<file path="src/rtl/adc_spi_reader.sv">
// rtl/adc_spi_reader.sv - SPI frame engine reading a 12-bit, 8-channel ADC
//
// Ports:
//   clk, reset      system clock, synchronous active-high reset
//   channel_addr    channel to address in the next frame
//   enable          level; frames run back to back while high
//   adc_cs_n        ADC chip select, active low
//   adc_sclk        SPI clock, idles high, half-period CLK_DIV clks
//   adc_mosi        address bits to ADC, changed on sclk falling edges
//   adc_miso        conversion data from ADC, sampled on sclk rising edges
//   sample          last 12-bit conversion result
//   sample_channel  channel the result belongs to (addressed one frame earlier)
//   sample_valid    one-clk pulse when sample/sample_channel update
//   busy            high whenever a frame or inter-frame gap is in progress
module adc_spi_reader #(
  parameter int CLK_DIV = 4
) (
  input  logic        clk,
  input  logic        reset,
  input  logic [2:0]  channel_addr,
  input  logic        enable,
  output logic        adc_cs_n,
  output logic        adc_sclk,
  output logic        adc_mosi,
  input  logic        adc_miso,
  output logic [11:0] sample,
  output logic [2:0]  sample_channel,
  output logic        sample_valid,
  output logic        busy
);

  typedef enum logic [2:0] {IDLE, SETUP, SHIFT, DONE, GAP} state_t;

  localparam logic [8:0] HALF_LAST = 9'(CLK_DIV - 1);
  localparam logic [8:0] GAP_LAST  = 9'(2 * CLK_DIV - 1);

  state_t      state;
  state_t      state_nxt;
  logic [8:0]  cnt;
  logic [3:0]  bit_cnt;
  logic [11:0] shreg;
  logic [2:0]  cur_ch;
  logic [2:0]  prev_ch;

  logic        half_end;
  logic        last_bit;
  logic        sclk_rise;
  logic        sclk_fall;
  logic        frame_start;
  logic [3:0]  next_bit;
  logic        mosi_next;

  always_ff @(posedge clk) begin
    if (reset) begin
      state <= IDLE;
    end else begin
      state <= state_nxt;
    end
  end

  always_comb begin
    half_end  = (cnt == HALF_LAST);
    last_bit  = (bit_cnt == 4'd15);
    // adc_sclk doubles as the phase flag inside SHIFT: 0 = low half, 1 = high half
    sclk_rise = (state == SHIFT) && half_end && !adc_sclk;
    sclk_fall = (state == SHIFT) && half_end && adc_sclk && !last_bit;
    next_bit  = bit_cnt + 4'd1;

    state_nxt = state;
    case (state)
      IDLE:    if (enable) state_nxt = SETUP;
      SETUP:   if (half_end) state_nxt = SHIFT;
      SHIFT:   if (half_end && adc_sclk && last_bit) state_nxt = DONE;
      DONE:    state_nxt = GAP;
      GAP:     if (cnt == GAP_LAST) state_nxt = enable ? SETUP : IDLE;
      default: state_nxt = IDLE;
    endcase

    frame_start = (state_nxt == SETUP) && (state != SETUP);

    // Address bit for the period that starts at this falling edge
    mosi_next = 1'b0;
    case (next_bit)
      4'd2:    mosi_next = cur_ch[2];
      4'd3:    mosi_next = cur_ch[1];
      4'd4:    mosi_next = cur_ch[0];
      default: mosi_next = 1'b0;
    endcase
  end

  always_ff @(posedge clk) begin
    if (reset) begin
      cnt            <= '0;
      bit_cnt        <= '0;
      shreg          <= '0;
      cur_ch         <= '0;
      prev_ch        <= '0;
      adc_cs_n       <= 1'b1;
      adc_sclk       <= 1'b1;
      adc_mosi       <= 1'b0;
      sample         <= '0;
      sample_channel <= '0;
      sample_valid   <= 1'b0;
      busy           <= 1'b0;
    end else begin
      // Outputs decoded from the next state so they line up with the state register
      adc_cs_n     <= !((state_nxt == SETUP) || (state_nxt == SHIFT));
      busy         <= (state_nxt != IDLE);
      sample_valid <= (state_nxt == DONE);

      if ((state != state_nxt) || (state == IDLE) || ((state == SHIFT) && half_end)) begin
        cnt <= '0;
      end else begin
        cnt <= cnt + 9'd1;
      end

      if (frame_start) begin
        cur_ch  <= channel_addr;
        bit_cnt <= '0;
        shreg   <= '0;
      end

      if ((state == SETUP) && half_end) begin
        adc_sclk <= 1'b0;
      end else if (sclk_rise) begin
        adc_sclk <= 1'b1;
      end else if (sclk_fall) begin
        adc_sclk <= 1'b0;
        adc_mosi <= mosi_next;
        bit_cnt  <= next_bit;
      end

      // First four periods carry no data bits from the ADC
      if (sclk_rise && (bit_cnt >= 4'd4)) begin
        shreg <= {shreg[10:0], adc_miso};
      end

      // The ADC returns the conversion addressed one frame earlier
      if ((state == SHIFT) && (state_nxt == DONE)) begin
        sample         <= shreg;
        sample_channel <= prev_ch;
        prev_ch        <= cur_ch;
      end
    end
  end

endmodule
</file>
<file path="config.mk">
export PLATFORM = sky130hd
export DESIGN_NAME = adc_spi_reader
export DESIGN_NICKNAME = d
export VERILOG_FILES = /design/src/rtl/adc_spi_reader.sv
export SDC_FILE = /design/constraint.sdc
export NUM_CORES = 1
export LEC_CHECK = 0
export CORE_ASPECT_RATIO = 2
export CORE_MARGIN = 2
export CORE_UTILIZATION = 45
export DETAILED_ROUTE_END_ITERATION = 10
export PLACE_DENSITY_LB_ADDON = 0.1
export SLEW_MARGIN = 30
export SYNTH_ARGS = -nofsm -noshare
export SYNTH_HDL_FRONTEND = slang
export SYNTH_SLANG_ARGS = --single-unit
</file>
<file path="constraint.sdc">
create_clock -name clk -period 2 [get_ports clk]
set_input_delay 0.2 -clock clk [delete_from_list [all_inputs] [get_ports clk]]
set_output_delay 0.2 -clock clk [all_outputs]
set_load 0.05 [all_outputs]
</file>
==> flow_summary.yaml, run 1 <==
logic_synthesis:
  postSynthAreaPerCell_um2: 9.088
  synth.yosys.warnings: 0
  seq_area_frac_synth_pct: 46.83
  synthFlopType: "dfxtp_1"
  synth_cell_types: 49
  syn_inst: 254
  syn_area_um2: 2308
  largest_area_contributor_in_the_synthesized_netlist: "dfxtp_1"
  asyncSetResetFlopFracSynth_pct: 0
  number_of_register_bits_inferred_by_synthesis: 54
  post_synth_main_area_contributors: "dfxtp_1 (47%), nand2_1 (7.2%), a21oi_1 (6.9%)"
  post_synth_edffs: 0
  synth.net_count: 266
  yosys.area.top_type_share_pct: 46.83
sta:
  timing.slew.headroom_pct: 63.62
  worst-slew-pin-transition_ns: 0.5457
  timing.final.crit_period_ns: 1.868
  final-hold-violation-count: 0
  clock_skew_ns: 0.008136
  setup_ws_ns: 0.1322
  fmax_mhz: 535.4
  final-max-slew-violation-count: 0
  final.hold.worst_slack_ns: 0.4528
  totalNegativeSetupSlack_ns: 0
  fin_crit_sh_pct: 93.39
  final_setup_violating_endpoints: 0
  unrepaired_setup_endpoints_after_global_routing: "no"
setup_path:
  worstPathCellList: "or4_4, nor4b_4, a221oi_4, a22o_1"
  crit_slowest_cell: "or4_4"
  worst_setup_path_start_kind: "flop"
  crit_path_max_fanout: 12
  cp_num_buf_inv: 0
  timing.setup.critical_path_class: "flop to flop"
  endpoint_kind: "flop"
  cp_top_family: "simple AND/OR/NAND/NOR gates"
  critical_path.max_stage_delay_ns: 0.56
  critical_path_required_ns: 2.20
  reg2reg_slack_ns: 0.13
  critPathArrivalTime_ns: 2.07
placed_design:
  gpl.final_weighted_congestion: 0.8180
  numPortBuffers: 26
  placedCellCount: 338
  place_ws_ns: 0.05843
  hpwl_um: 3674
grt:
  grt_max_degree: 30
  global_route.overflow_total: 0
  grtUsageTotal_pct: 19.64
  grt_first_pass_wirelength_um: 8487
  grt_antenna_before_repair: 0
  number_of_global_route_vias_before_repair: 1845
clocking:
  cts-root-buf: "clkbuf_8"
  cts-resized-gates: 0
  insertion_delay_ns: 0.30
  cts.repair_timing.setup_buffer_count: 0
  clk_transition_reported_paths_ns: 0.09
  ctsLongestPathBuffers: 2
  cts_hold_buffers: 0
  cts_inserted_buffers: 5
  number_of_clock_sinks: 54
  tritoncts: "done"
  ctsHtreeMaxLevel: 2
pwr:
  pwr_density_cell_nw_per_um2: 676.0
  seqPwrFrac_pct: 57.3
  p_switching_uw: 411.5
  swShare_pct: 21.55
  clock_power_share_pct: 37.4
  internal_power_uw: 1498
  ir_worst_vdd_mv: 0.5084
  power.combinational.fraction_pct: 5.3
  leakagePower_uw: 0.0009910
cells_and_area:
  multiInputGateArea_um2: 1155
  layout-drive-gt1-share_pct: 10.73
  utilization_pct: 57.54
  diodes: 0
  syn2layout_area_growth_pct: 22.38
  fin_nets: 300
  stdcell_count: 346
  regArea_um2: 1081
  n_fill_cell: 484
die:
  floorplan.die.width_um: 54.65
  initial_utilization_pct: 47.02
  chipHeight_um: 105.3
  design.core.area_um2: 4910
  pin_count: 27
  fp.dieArea_um2: 5754
  core.rowCount: 36
drt:
  drt-initial-drc-count: 39
  routed_via_density: 5.540
  drc_errors: 0
  drt-pass1-iter-count: 4
  routed_wirelength_um: 5043
  detail-route-antenna-nets: 0
  dr_vias: 1917
  routedWlPerCell_um: 14.58
job:
  max_cap_viol_count: 0
run_status:
  status: "complete, no violations"
min_path:
  hold_path_class: "flop to flop"
power by group through the flow:
stage | Sequential, uW | Clock (uW) | Combinational, uW
6_report | 1090 | 714 | 102
5_1_grt | 1100 | 782 | 111
4_1_cts | 1090 | 743 | 99.2
3_5_place_dp | 1120 | 0 | 98.4
3_3_place_gp | 1120 | 0 | 99.0
2_1_floorplan | 1130 | 0 | 53.0
final timing paths:
| check | startpoint | endpoint | cells past startpoint |
|---|---|---|---|
| hold reg to reg | sample[10] | sample[10] | 2 |
| setup / recovery | cnt[8] | shreg[7] | 4 |
| setup reg to reg | cnt[8] | shreg[7] | 4 |
| hold / removal | sample[10] | sample[10] | 2 |
Yosys cell counts, types with 2 or more instances:
master    number
and4_1         2
inv_1          4
nand2_1       44
nor4b_4        2
nand3_1       10
nor2_1        14
xor2_1         6
nor4_2         2
dfxtp_1       54
o21bai_1       2
a221oi_1       2
a21oi_1       32
nor3b_1        2
clkbuf_1       9
xnor2_1        4
o211ai_1       3
nor2b_1        2
nand4_1        2
nand2b_1       4
o21ai_0        4
ha_1           5
a22o_1        12
and2_1         3
buf_2          5
routing by layer:
metal  track usage [%]  vias to the layer above  share of wire (%)
li1                  -                      963                  -
met1             22.81                      903                 39
met2             33.50                       41                 56
met3             3.116                       10                2.4
met4             8.214                        0                2.5
met5                 0                        -                  0
cells in the final DEF, fill, tap and decap left out, types with 5 or more instances in the layout:
master           instances
nand3_1                 10
ha_1                     5
xor2_1                   6
dfxtp_1                 54
clkdlybuf4s50_1         26
buf_4                   15
clkbuf_8                 5
nand2_1                 44
a22o_1                  12
nor2_1                  14
a21oi_1                 32
through the flow:
stage,area [um2],total power (uW)
2_1_floorplan,2308,1181
5_1_grt,2825,1989
4_1_cts,2813,1936
3_3_place_gp,2703,1218
6_report,2825,1910
3_5_place_dp,2703,1217
area by class of cell:
cell class / instances / share of cell area (%)
Clock inverter: 2 / 1.329
Clock buffer: 6 / 2.569
Sequential cell: 54 / 38.26
Timing Repair Buffer: 42 / 13.91
Inverter: 4 / 0.5314
Tap cell: 57 / 2.524
Multi-Input combinational cell: 181 / 40.88
cells by family (layout without fill, tap and decap cells):
group	after synthesis	after routing	synth area share [%]
compound gates	67	67	19.24
xor+xnor	10	10	3.794
fa+ha+maj	5	5	2.710
buf+inv	19	54	3.685
flops	54	54	46.83
simple gates	99	99	23.74
tightest hold or removal path: cells and delay by family (launching register included):
family	cells	cell delay, ns
flip-flops	1	0.32
AO/OA/AOI/OAI	1	0.05
AND/OR/NAND/NOR	1	0.05
flip-flops by register name, indices dropped and copies added (netlist names):
register        flops
sample_valid        1
adc_cs_n            1
adc_sclk            1
bit_cnt             4
sample_channel      3
shreg              12
cur_ch              3
cnt                 9
adc_mosi            1
sample             12
busy                1
state               3
prev_ch             3
Power figures use the tool's default switching activity.
==> inputs of run 2 (changes only) <==
CTS_BUF_LIST = sky130_fd_sc_hd__clkbuf_8   (was unset)
==> flow_summary.yaml, run 2 (synthesis results as in run 1) <==
clocking:
  ctsLongestPathBuffers: 2
  number_of_clock_sinks: 54
  cts-root-buf: "clkbuf_8"
  tritoncts: "done"
  clk_transition_reported_paths_ns: 0.09
  cts_inserted_buffers: 5
  ctsHtreeMaxLevel: 2
  cts.repair_timing.setup_buffer_count: 0
  insertion_delay_ns: 0.30
sta:
  worst-slew-pin-transition_ns: 0.5456
  timing.final.crit_period_ns: 1.868
  clock_skew_ns: 0.008136
  final-hold-violation-count: 0
  totalNegativeSetupSlack_ns: 0
  final_setup_violating_endpoints: 0
  fmax_mhz: 535.4
  final.hold.worst_slack_ns: 0.4528
  final-max-slew-violation-count: 0
  fin_crit_sh_pct: 93.40
  timing.slew.headroom_pct: 63.63
  unrepaired_setup_endpoints_after_global_routing: "no"
placed_design:
  numPortBuffers: 26
  hpwl_um: 3674
  gpl.final_weighted_congestion: 0.8180
  placedInstanceArea_um2: 2703
  placedCellCount: 338
grt:
  global_route.overflow_total: 0
  number_of_global_route_vias_before_repair: 1845
  grt_max_degree: 30
  grt_first_pass_wirelength_um: 8487
  grt_antenna_before_repair: 0
  grtUsageTotal_pct: 19.64
job:
  max_cap_viol_count: 0
cells_and_area:
  stdcell_count: 346
  fin_nets: 300
  diodes: 0
  mostFrequentLayoutCells: "dfxtp_1 (54), nand2_1 (44), a21oi_1 (32)"
  leading_cell_type_in_the_layout_fill_and_taps_excluded: "dfxtp_1"
  reg.largest.list: "sample x12, shreg x12, cnt x9"
  layout-drive-gt1-share_pct: 10.73
  final_cell_area_um2: 2825
  syn2layout_area_growth_pct: 22.38
  n_fill_cell: 484
setup_path:
  endpoint_kind: "flop"
  crit_path_max_fanout: 12
  worst_setup_path_start_kind: "flop"
  timing.setup.critical_path_class: "flop to flop"
  critical_path_required_ns: 2.20
  reg2reg_slack_ns: 0.13
  critPathArrivalTime_ns: 2.07
drt:
  routed_wirelength_um: 5048
  drt-initial-drc-count: 40
  routedWlPerCell_um: 14.59
  drt-pass1-iter-count: 4
  dr_vias: 1923
  routed_via_density: 5.558
  detail-route-antenna-nets: 0
  drc_errors: 0
die:
  floorplan.die.width_um: 54.65
  design.core.area_um2: 4910
  pin_count: 27
  chipHeight_um: 105.3
  initial_utilization_pct: 47.02
  core.rowCount: 36
  fp.dieArea_um2: 5754
pwr:
  swShare_pct: 21.62
  seqPwrFrac_pct: 57.4
  leakagePower_uw: 0.0009952
  ir_worst_vdd_mv: 0.5085
  p_switching_uw: 411.9
  pwr_density_cell_nw_per_um2: 674.4
  clock_power_share_pct: 37.2
  internal_power_uw: 1493
  power.combinational.fraction_pct: 5.4
min_path:
  hold_path_class: "flop to flop"
run_status:
  status: "complete, no violations"
## run 2: final cells by class
cell class / instances / area [um2] / area share (%)
clock buffer: 5 / 68.82 / 2.436
clock inverter: 3 / 41.29 / 1.461
inverter: 4 / 15.01 / 0.5314
multi-input combinational: 181 / 1155 / 40.88
sequential: 54 / 1081 / 38.26
tap: 57 / 71.32 / 2.524
timing repair buffer: 42 / 392.9 / 13.91
## run 2: final timing paths
check | startpoint | end | depth (start not counted)
max | cnt[8] | shreg[7] | 4
min reg2reg | sample[10] | sample[10] | 2
min | sample[10] | sample[10] | 2
max reg2reg | cnt[8] | shreg[7] | 4
## run 2: layer usage
metal | up-vias | routed length, um | global-route usage (%)
li1 | 963 | - | -
met1 | 910 | 1994 | 22.81
met2 | 40 | 2810 | 33.50
met3 | 10 | 118 | 3.116
met5 | - | 0 | 0
met4 | 0 | 125 | 8.214
## run 2: per-stage QoR
stage,power [uW],setup slack (ns),utilization (%)
global placement,1218,0.07785,55.05
detailed placement,1217,0.05843,55.05
global route,1984,0.02908,57.54
floorplan,1181,0.1872,-
CTS,1931,0.07534,57.29
finish,1905,0.1321,57.54
## run 2: worst max-delay path: stages, from the launching register on
cell	delay [ns]
dfxtp_1	0.35
or4_4	0.56
nor4b_4	0.40
a221oi_4	0.19
a22o_1	0.27
## run 2: what timing repair did
action	4_1_cts	5_1_grt
gates resized for setup	0	2
hold buffers	0	0
endpoints found under the setup margin	0	18
## run 2: power by group through the flow
stage | sequential (uW) | combinational [uW] | clock, uW
2_1_floorplan | 1130 | 53.0 | 0
3_3_place_gp | 1120 | 99.0 | 0
3_5_place_dp | 1120 | 98.4 | 0
4_1_cts | 1090 | 99.2 | 739
5_1_grt | 1100 | 111 | 777
6_report | 1090 | 102 | 710
==> inputs of run 3 (changes only) <==
CAP_MARGIN = 20   (was unset)
==> results of run 3 <==
Same layout as run 2: the final DEF is identical, and so are final timing and power.
